==> src/rtl/traffic_signal_monitor.sv <==
// Safety observer for a two-road traffic signal controller: decodes the six lamps
// into a phase, checks phase order and per-phase dwell (in 1 Hz ticks), and latches the first fault.
module traffic_signal_monitor #(
    parameter int GREEN_TIME  = 5,
    parameter int YELLOW_TIME = 3,
    parameter int TOL         = 1
) (
    input  logic        CLOCK,
    input  logic        RESET,
    input  logic        TICK,
    input  logic        CLEAR,
    input  logic        LEDG1,
    input  logic        LEDY1,
    input  logic        LEDR1,
    input  logic        LEDG2,
    input  logic        LEDY2,
    input  logic        LEDR2,
    output logic [1:0]  PHASE,
    output logic        PHASE_VALID,
    output logic        FAULT,
    output logic [2:0]  FAULT_CODE,
    output logic [7:0]  DWELL,
    output logic [15:0] CYCLE_COUNT
);

    localparam logic [7:0] GREEN_LO  = 8'(GREEN_TIME - TOL);
    localparam logic [7:0] GREEN_HI  = 8'(GREEN_TIME + TOL);
    localparam logic [7:0] YELLOW_LO = 8'(YELLOW_TIME - TOL);
    localparam logic [7:0] YELLOW_HI = 8'(YELLOW_TIME + TOL);

    localparam logic [2:0] CAUSE_NONE    = 3'd0;
    localparam logic [2:0] CAUSE_ILLEGAL = 3'd1;
    localparam logic [2:0] CAUSE_ORDER   = 3'd2;
    localparam logic [2:0] CAUSE_SHORT   = 3'd3;
    localparam logic [2:0] CAUSE_STUCK   = 3'd4;

    typedef enum logic [1:0] {
        S_SYNC  = 2'd0,
        S_TRACK = 2'd1,
        S_FAULT = 2'd2
    } state_t;

    state_t      state_reg;
    state_t      state_next;
    logic [5:0]  lamps_reg;
    logic [1:0]  last_reg;
    logic        known_reg;
    logic [7:0]  dwell_reg;
    logic [15:0] cycles_reg;
    logic [2:0]  code_reg;

    logic        legal;
    logic [1:0]  decoded;
    logic        phase_change;
    logic [7:0]  old_lo;
    logic [7:0]  cur_hi;
    logic [2:0]  cause;

    always_comb begin
        legal   = 1'b0;
        decoded = 2'd0;
        case (lamps_reg)
            6'b100_001: begin legal = 1'b1; decoded = 2'd0; end
            6'b010_001: begin legal = 1'b1; decoded = 2'd1; end
            6'b001_100: begin legal = 1'b1; decoded = 2'd2; end
            6'b001_010: begin legal = 1'b1; decoded = 2'd3; end
            default:    begin legal = 1'b0; decoded = 2'd0; end
        endcase
    end

    // Until any legal phase has been seen, the first legal pattern counts as a change.
    assign phase_change = legal && (!known_reg || (decoded != last_reg));

    // Even phases are greens, odd phases are yellows.
    assign old_lo = last_reg[0] ? YELLOW_LO : GREEN_LO;
    assign cur_hi = decoded[0]  ? YELLOW_HI : GREEN_HI;

    always_comb begin
        cause      = CAUSE_NONE;
        state_next = state_reg;
        if (state_reg == S_TRACK) begin
            if (!legal)
                cause = CAUSE_ILLEGAL;
            else if (phase_change && (decoded != 2'(last_reg + 2'd1)))
                cause = CAUSE_ORDER;
            else if (phase_change && (dwell_reg < old_lo))
                cause = CAUSE_SHORT;
            else if (!phase_change && TICK && (dwell_reg >= cur_hi))
                cause = CAUSE_STUCK;
        end
        case (state_reg)
            S_SYNC:  if (phase_change) state_next = S_TRACK;
            S_TRACK: if (cause != CAUSE_NONE) state_next = S_FAULT;
            S_FAULT: state_next = S_FAULT;
            default: state_next = S_SYNC;
        endcase
        if (CLEAR)
            state_next = S_SYNC;
    end

    always_ff @(posedge CLOCK or posedge RESET) begin
        if (RESET)
            state_reg <= S_SYNC;
        else
            state_reg <= state_next;
    end

    always_ff @(posedge CLOCK or posedge RESET) begin
        if (RESET) begin
            lamps_reg  <= 6'd0;
            last_reg   <= 2'd0;
            known_reg  <= 1'b0;
            dwell_reg  <= 8'd0;
            cycles_reg <= 16'd0;
            code_reg   <= 3'd0;
        end else begin
            lamps_reg <= {LEDG1, LEDY1, LEDR1, LEDG2, LEDY2, LEDR2};
            if (legal) begin
                last_reg  <= decoded;
                known_reg <= 1'b1;
            end
            if (CLEAR)
                dwell_reg <= 8'd0;
            else if (phase_change)
                dwell_reg <= {7'd0, TICK};
            else if (legal && TICK && (dwell_reg != 8'hFF))
                dwell_reg <= dwell_reg + 8'd1;
            if (CLEAR)
                cycles_reg <= 16'd0;
            else if ((state_reg == S_TRACK) && (cause == CAUSE_NONE) && phase_change &&
                     (last_reg == 2'd3) && (decoded == 2'd0) && (cycles_reg != 16'hFFFF))
                cycles_reg <= cycles_reg + 16'd1;
            if (CLEAR)
                code_reg <= 3'd0;
            else if ((state_reg == S_TRACK) && (cause != CAUSE_NONE))
                code_reg <= cause;
        end
    end

    assign PHASE       = legal ? decoded : last_reg;
    assign PHASE_VALID = legal;
    assign FAULT       = (state_reg == S_FAULT);
    assign FAULT_CODE  = code_reg;
    assign DWELL       = dwell_reg;
    assign CYCLE_COUNT = cycles_reg;

endmodule
==> config.mk <==
export PLATFORM = sky130hd
export DESIGN_NAME = traffic_signal_monitor
export DESIGN_NICKNAME = d
export VERILOG_FILES = /design/src/rtl/traffic_signal_monitor.sv
export SDC_FILE = /design/constraint.sdc
export NUM_CORES = 1
export LEC_CHECK = 0
export ABC_AREA = 0
export BUFFER_PORTS_ARGS = -buffer_cell sky130_fd_sc_hd__buf_4
export CELL_PAD_IN_SITES_DETAIL_PLACEMENT = 1
export CELL_PAD_IN_SITES_GLOBAL_PLACEMENT = 2
export CORE_AREA = 2 2 77 93
export CTS_CLUSTER_SIZE = 25
export DETAILED_ROUTE_END_ITERATION = 8
export DIE_AREA = 0 0 79 95
export PLACE_DENSITY = 0.76
export SYNTH_ARGS = -nofsm -noshare
export SYNTH_HDL_FRONTEND = slang
export SYNTH_SLANG_ARGS = --single-unit
==> constraint.sdc <==
create_clock -name CLOCK -period 3.15 [get_ports CLOCK]
set_clock_uncertainty 0.1 [all_clocks]
set_input_delay 0.63 -clock CLOCK [delete_from_list [all_inputs] [get_ports CLOCK]]
set_output_delay 0.63 -clock CLOCK [all_outputs]
set_load 0.01 [all_outputs]
==> flow_summary.yaml, run 1 <==
outcome:
  status: "complete, no violations"
finish:
  fillerInstances: 805
  antenna_cells: 0
  finalNetCount: 292
  postLayoutCellArea_um2: 2680
  syn2layout_area_growth_pct: 23.2
  final_core_util_pct: 40.1
  drive_above_1_share_pct: 24.1
  instances_no_fill: 361
  largest_register_ffs: 16
die:
  io_pins: 41
  core_region_area_um2: 6690
  core.rowCount: 33
  initial_core_util_pct: 32.5
  die_area_um2: 7510
  dieHeight_um: 95
  die_w_um: 79
sta:
  setup_violations: 0
  post-route-min-period_ns: 2.71
  grt_setup_unrepaired: "false"
  tightest_slew_ns: 0.560
  tns_ns: 0
  period_share_pct: 86.2
  slew_headroom_pct: 62.3
  max_freq_ghz: 0.368
  hold_viol: 0
  maxSlewViolCount: 0
setup_path:
  r2r_setup_slack_ns: 0.44
  worstSetupEndpointType: "output pin"
  cp_data_arrival_time_ns: 1.98
  crit_buf_inv: 1
  startpoint_type: "flop"
  path_cells: "or3b_1 -> or3_2 -> o21ai_0 -> buf_4"
  critPathMaxFanout: 6
  cp_slowest_stage_delay_ns: 0.51
  critPathKind: "reg2out"
  cp_top_family: "simple AND/OR/NAND/NOR gates"
  worstPathRequired_ns: 2.42
  crit_slowest_cell: "or3_2"
run:
  cap_violations: 0
synthesis:
  syn_avg_cell_area_um2: 9.58
  yosys.area.top_type: "dfrtp_1"
  synth_area_um2: 2170
  async_reset_ff_share_pct: 100
  syn-num-nets: 246
  synth_top_area_share_pct: 43.7
  ys_types: 51
  synth_ff_type: "dfrtp_1"
  yosys_warnings: 0
  synth_top_cells_by_area: "dfrtp_1 (44%), xnor2_1 (6.8%), ha_1 (5.2%), nor2_1 (4.3%), a21oi_1 (3.0%)"
  synth-seq-area-share_pct: 43.7
  synth_cells: 227
  synth_edf_count: 0
  yosys_register_bits: 38
global_route:
  first_global_vias: 1891
  track_usage_pct: 16.7
  antenna_found_initial: 0
  grt_pass1_wl_um: 9590
  grt_max_degree: 39
  grt_overflow: 0
clock_network:
  insertion_delay_ns: 0.29
  ctsResizeCount: 0
  clk_path_buf_depth: 2
  clock-sinks: 38
  htreeDepth: 2
  cts_setup_buffers: 0
  cts_tree: "built"
  cts-hold-fix-buffers: 0
  path_clk_slew_ns: 0.07
  root_buffer: "clkbuf_8"
  cts_buffers: 5
drt:
  ant_nets: 0
  avgViaCountPerCell: 5.11
  num_vias: 1843
  first_iter_violations: 82
  firstDrtPassIters: 4
  drc: 0
  drt_wl_total_um: 5660
  routedWlPerCell_um: 15.7
pwr:
  p_leak_nw: 1.12
  pwr_density_cell_nw_per_um2: 436
  vdd_drop_max_mv: 0.187
placed_design:
  routabilityCongestion: 0.789
  portBuffers: 40
  dp_hpwl_um: 4250
  place_inst: 353
  dpl-instance-area_um2: 2590
worst_hold_path:
  hold_path.class: "in2reg"
## power breakdown
group          leakage, nW  switching (mW)  internal [mW]
clock network       0.0482           0.178          0.177
registers            0.506          0.0328          0.514
logic                0.571           0.152          0.115
total                 1.12           0.363          0.806
## stage by stage
stage / setup slack (ns) / hold slack, ns / total power, mW
after floorplan: 0.611 / 0.363 / 0.735
after global placement: 0.452 / 0.409 / 0.823
after detailed placement: 0.438 / 0.403 / 0.827
after CTS: 0.411 / 0.330 / 1.19
after global routing: 0.180 / 0.328 / 1.24
final: 0.436 / 0.346 / 1.17
## worst reg2reg max path: cells and delay by family, from the launching register on
family          cells  cell delay, ns
compound gates      1            0.35
flops               1            0.41
mux                 1            0.32
simple gates        5            1.43
## area by class of cell
| class | count | area [um2] | share of cell area (%) |
|---|---|---|---|
| multi-input cells | 170 | 1140 | 42.6 |
| flip-flops and latches | 38 | 951 | 35.5 |
| repair buffers | 45 | 338 | 12.6 |
| well taps | 87 | 109 | 4.06 |
| clock buffers | 7 | 86.3 | 3.22 |
| inverters | 13 | 50.0 | 1.87 |
| clock inverters | 1 | 5.00 | 0.187 |
## kinds of logic (layout without fill, tap and decap cells)
group           after synthesis  count (layout)  share of synthesized area, %
xor+xnor                     19              19                          8.52
compound gates               36              36                          11.4
buf+inv                      19              66                          3.80
fa+ha+maj                     9               9                          5.18
simple gates                104             104                          26.4
flops                        38              38                          43.7
mux                           2               2                         0.978
## Yosys cell counts (2+ instances only)
cell	number
nand2b_1	3
a21oi_1	13
or3_2	2
nor3_1	8
inv_1	12
xnor2_1	17
ha_1	9
o31ai_1	3
and4_1	2
and4bb_2	2
dfrtp_1	38
clkbuf_1	3
o21ai_0	7
nor2b_1	2
nand2_1	16
buf_2	2
nor4_1	8
nand3_1	13
a221o_1	2
or3_1	5
nor2_1	25
nand4_1	4
or4_1	3
## worst paths after layout
path,startpoint,endpoint,depth (start not counted)
worst max-delay path,lamps_reg[4],PHASE[1],4
worst min-delay path,LEDR2,lamps_reg[0],1
worst max register to register,lamps_reg[4],CYCLE_COUNT[15],7
worst min register to register,known_reg,known_reg,1
max in group asynchronous,RESET,CYCLE_COUNT[10],3
min in group asynchronous,RESET,DWELL[6],3
## routing by layer
metal  share of wire (%)  vias up  GRT usage, %
li1                    -      904             -
met2                  51       35          29.4
met1                  45      899          20.8
met5                   0        -             0
met4                0.88        0          5.60
met3                 3.0        5          2.58
## cells in the final DEF, fill, tap and decap left out, types with 2 or more instances in the layout
| cell type | n |
|---|---|
| buf_4 | 45 |
| nor4_1 | 8 |
| nand4_1 | 4 |
| nor2b_1 | 2 |
| clkinv_2 | 2 |
| and4bb_2 | 2 |
| or4_1 | 3 |
| ha_1 | 9 |
| clkbuf_8 | 6 |
| xnor2_1 | 17 |
| o31ai_1 | 3 |
| o21ai_0 | 7 |
| a221o_1 | 2 |
| or3_1 | 5 |
| or3_2 | 2 |
| and4_1 | 2 |
| a21oi_1 | 13 |
| nor2_1 | 25 |
| nor3_1 | 8 |
| nand2_1 | 16 |
| inv_1 | 12 |
| nand2b_1 | 3 |
| dfrtp_1 | 38 |
| nand3_1 | 13 |
Power figures use the tool's default switching activity.
==> inputs of run 2 (changes only) <==
--- a/config.mk
+++ b/config.mk
@@ -14,6 +14,7 @@
 export DETAILED_ROUTE_END_ITERATION = 8
 export DIE_AREA = 0 0 79 95
 export PLACE_DENSITY = 0.76
+export RECOVER_POWER = 100
 export SYNTH_ARGS = -nofsm -noshare
 export SYNTH_HDL_FRONTEND = slang
 export SYNTH_SLANG_ARGS = --single-unit
==> run 2 against run 1 <==
Effect of this change: the run now ends with capacitance limit, slew limit left; count of clock-buffer cells in the layout stayed put; maximum frequency is 1.8% lower; sequential cell count stayed put; global-route usage stayed put; non-clock buffer count stayed put; critical path type is now reg2reg; highest routed layer unchanged.
==> flow_summary.yaml, run 2 (same netlist as run 1, synthesis figures left out) <==
global_route:
  grt_overflow: 0
  first_global_vias: 1891
  antenna_found_initial: 0
  track_usage_pct: 16.7
  grt_pass1_wl_um: 9590
  grt_max_degree: 39
drt:
  routedWlPerCell_um: 15.7
  met1_length_um: 2600
  num_vias: 1852
  top_layer: "met4"
  dr_wl_met2_um: 2820
  drt_wl_total_um: 5660
  first_iter_violations: 73
  avgViaCountPerCell: 5.13
  met3WireLength_um: 197
  drc: 0
  firstDrtPassIters: 4
  ant_nets: 0
clock_network:
  root_buffer: "clkbuf_8"
  clock-sinks: 38
  htreeDepth: 2
  cts_tree: "built"
  cts_setup_buffers: 0
  insertion_delay_ns: 0.29
  cts_buffers: 5
  ctsResizeCount: 0
  clk_path_buf_depth: 2
  cts-hold-fix-buffers: 0
  path_clk_slew_ns: 0.08
finish:
  largest_register_ffs: 16
  finalNetCount: 292
  antenna_cells: 0
  drive_above_1_share_pct: 10.9
  final_common_cell: "dfrtp_1"
  final_cell_mix: "dfrtp_1 (38), clkbuf_1 (35), nor2_1 (25)"
  syn2layout_area_growth_pct: 16.9
  fillerInstances: 811
  instances_no_fill: 361
setup_path:
  cp_slowest_stage_delay_ns: 0.47
  cp_data_arrival_time_ns: 2.84
  path_cells: "or3b_1 -> nor3_1 -> nor2_1 -> clkinv_2 -> o21ai_0 -> nor3_1 -> nor2b_1 -> mux2_1"
  worstSetupEndpointType: "flop"
  reg2regPathDepth: 8
  worst_path_most_repeated_cell: "nor3_1"
  r2r-end: "CYCLE_COUNT[15]"
  critPathKind: "reg2reg"
  crit_slowest_cell: "or3b_1"
  startpoint_type: "flop"
  worstPathRequired_ns: 3.23
  critPathMaxFanout: 6
  timing.rr.start: "lamps_reg[4]"
  r2r_setup_slack_ns: 0.39
worst_hold_path:
  min_path_cells: 1
  hp-start: "LEDR2"
  min_to: "lamps_reg[0]"
  hold_path.class: "in2reg"
sta:
  tightest_slew_ns: 2.11
  post-route-min-period_ns: 2.76
  maxSlewViolCount: 39
  slew_headroom_pct: -40.9
  grt_setup_unrepaired: "false"
  setup_violations: 0
  period_share_pct: 87.7
  max_freq_ghz: 0.362
  tns_ns: 0
  hold_viol: 0
  setup_ws_ns: 0.386
placed_design:
  dp_slack_ns: 0.438
  routabilityCongestion: 0.789
  portBuffers: 40
  dp_hpwl_um: 4250
  place_inst: 353
die:
  core.rowCount: 33
  die_w_um: 79
  die_area_um2: 7510
  io_pins: 41
  initial_core_util_pct: 32.5
  dieHeight_um: 95
  core_region_area_um2: 6690
outcome:
  violations: "capacitance limit, slew limit"
  status: "finished, violations left"
pwr:
  pwr_density_cell_nw_per_um2: 453
  p_leak_nw: 0.978
  fin_total_pwr_mw: 1.15
  vdd_drop_max_mv: 0.187
run:
  cap_violations: 1
-- run 2: metrics by stage --
stage	utilization (%)	hold WS, ns	instance area (um2)
after floorplan	-	0.363	2170
after global placement	38.7	0.409	2590
after detailed placement	38.7	0.403	2590
after CTS	40.1	0.330	2680
after global routing	38.0	0.351	2540
final	38.0	0.366	2540
-- run 2: layout make-up --
| class | count | area [um2] | area share [%] |
|---|---|---|---|
| inverters | 13 | 50.0 | 1.97 |
| repair buffers | 45 | 210 | 8.27 |
| well taps | 87 | 109 | 4.28 |
| clock inverters | 1 | 5.00 | 0.197 |
| flip-flops and latches | 38 | 951 | 37.4 |
| multi-input cells | 170 | 1130 | 44.5 |
| clock buffers | 7 | 86.3 | 3.40 |
-- run 2: how the worst max path moves through the flow --
stage	start	endpoint	slack, ns	depth (start not counted)
after floorplan	lamps_reg[4]	CYCLE_COUNT[10]	0.61	9
after global placement	lamps_reg[1]	state_reg[0]	0.45	10
after detailed placement	lamps_reg[4]	state_reg[0]	0.44	10
after CTS	lamps_reg[4]	PHASE[1]	0.41	4
after global routing	lamps_reg[4]	CYCLE_COUNT[13]	0.14	9
final	lamps_reg[4]	CYCLE_COUNT[15]	0.39	8
-- run 2: worst max-delay path: cells and delay by family, from the launching register on --
family | cells | cell delay [ns]
AND/OR/NAND/NOR | 5 | 1.51
flip-flops | 1 | 0.41
multiplexers | 1 | 0.32
AO/OA/AOI/OAI | 1 | 0.22
buffers and inverters | 1 | 0.10
-- run 2: report_power, final --
part / internal (mW) / total, mW / switching (mW)
logic: 0.0987 / 0.247 / 0.148
registers: 0.514 / 0.547 / 0.0327
clock network: 0.177 / 0.357 / 0.180
-- run 2: routing by layer --
| metal | vias to the layer above | track usage [%] |
|---|---|---|
| met2 | 39 | 29.4 |
| li1 | 907 | - |
| met1 | 900 | 20.8 |
| met3 | 6 | 2.58 |
| met5 | - | 0 |
| met4 | 0 | 5.60 |
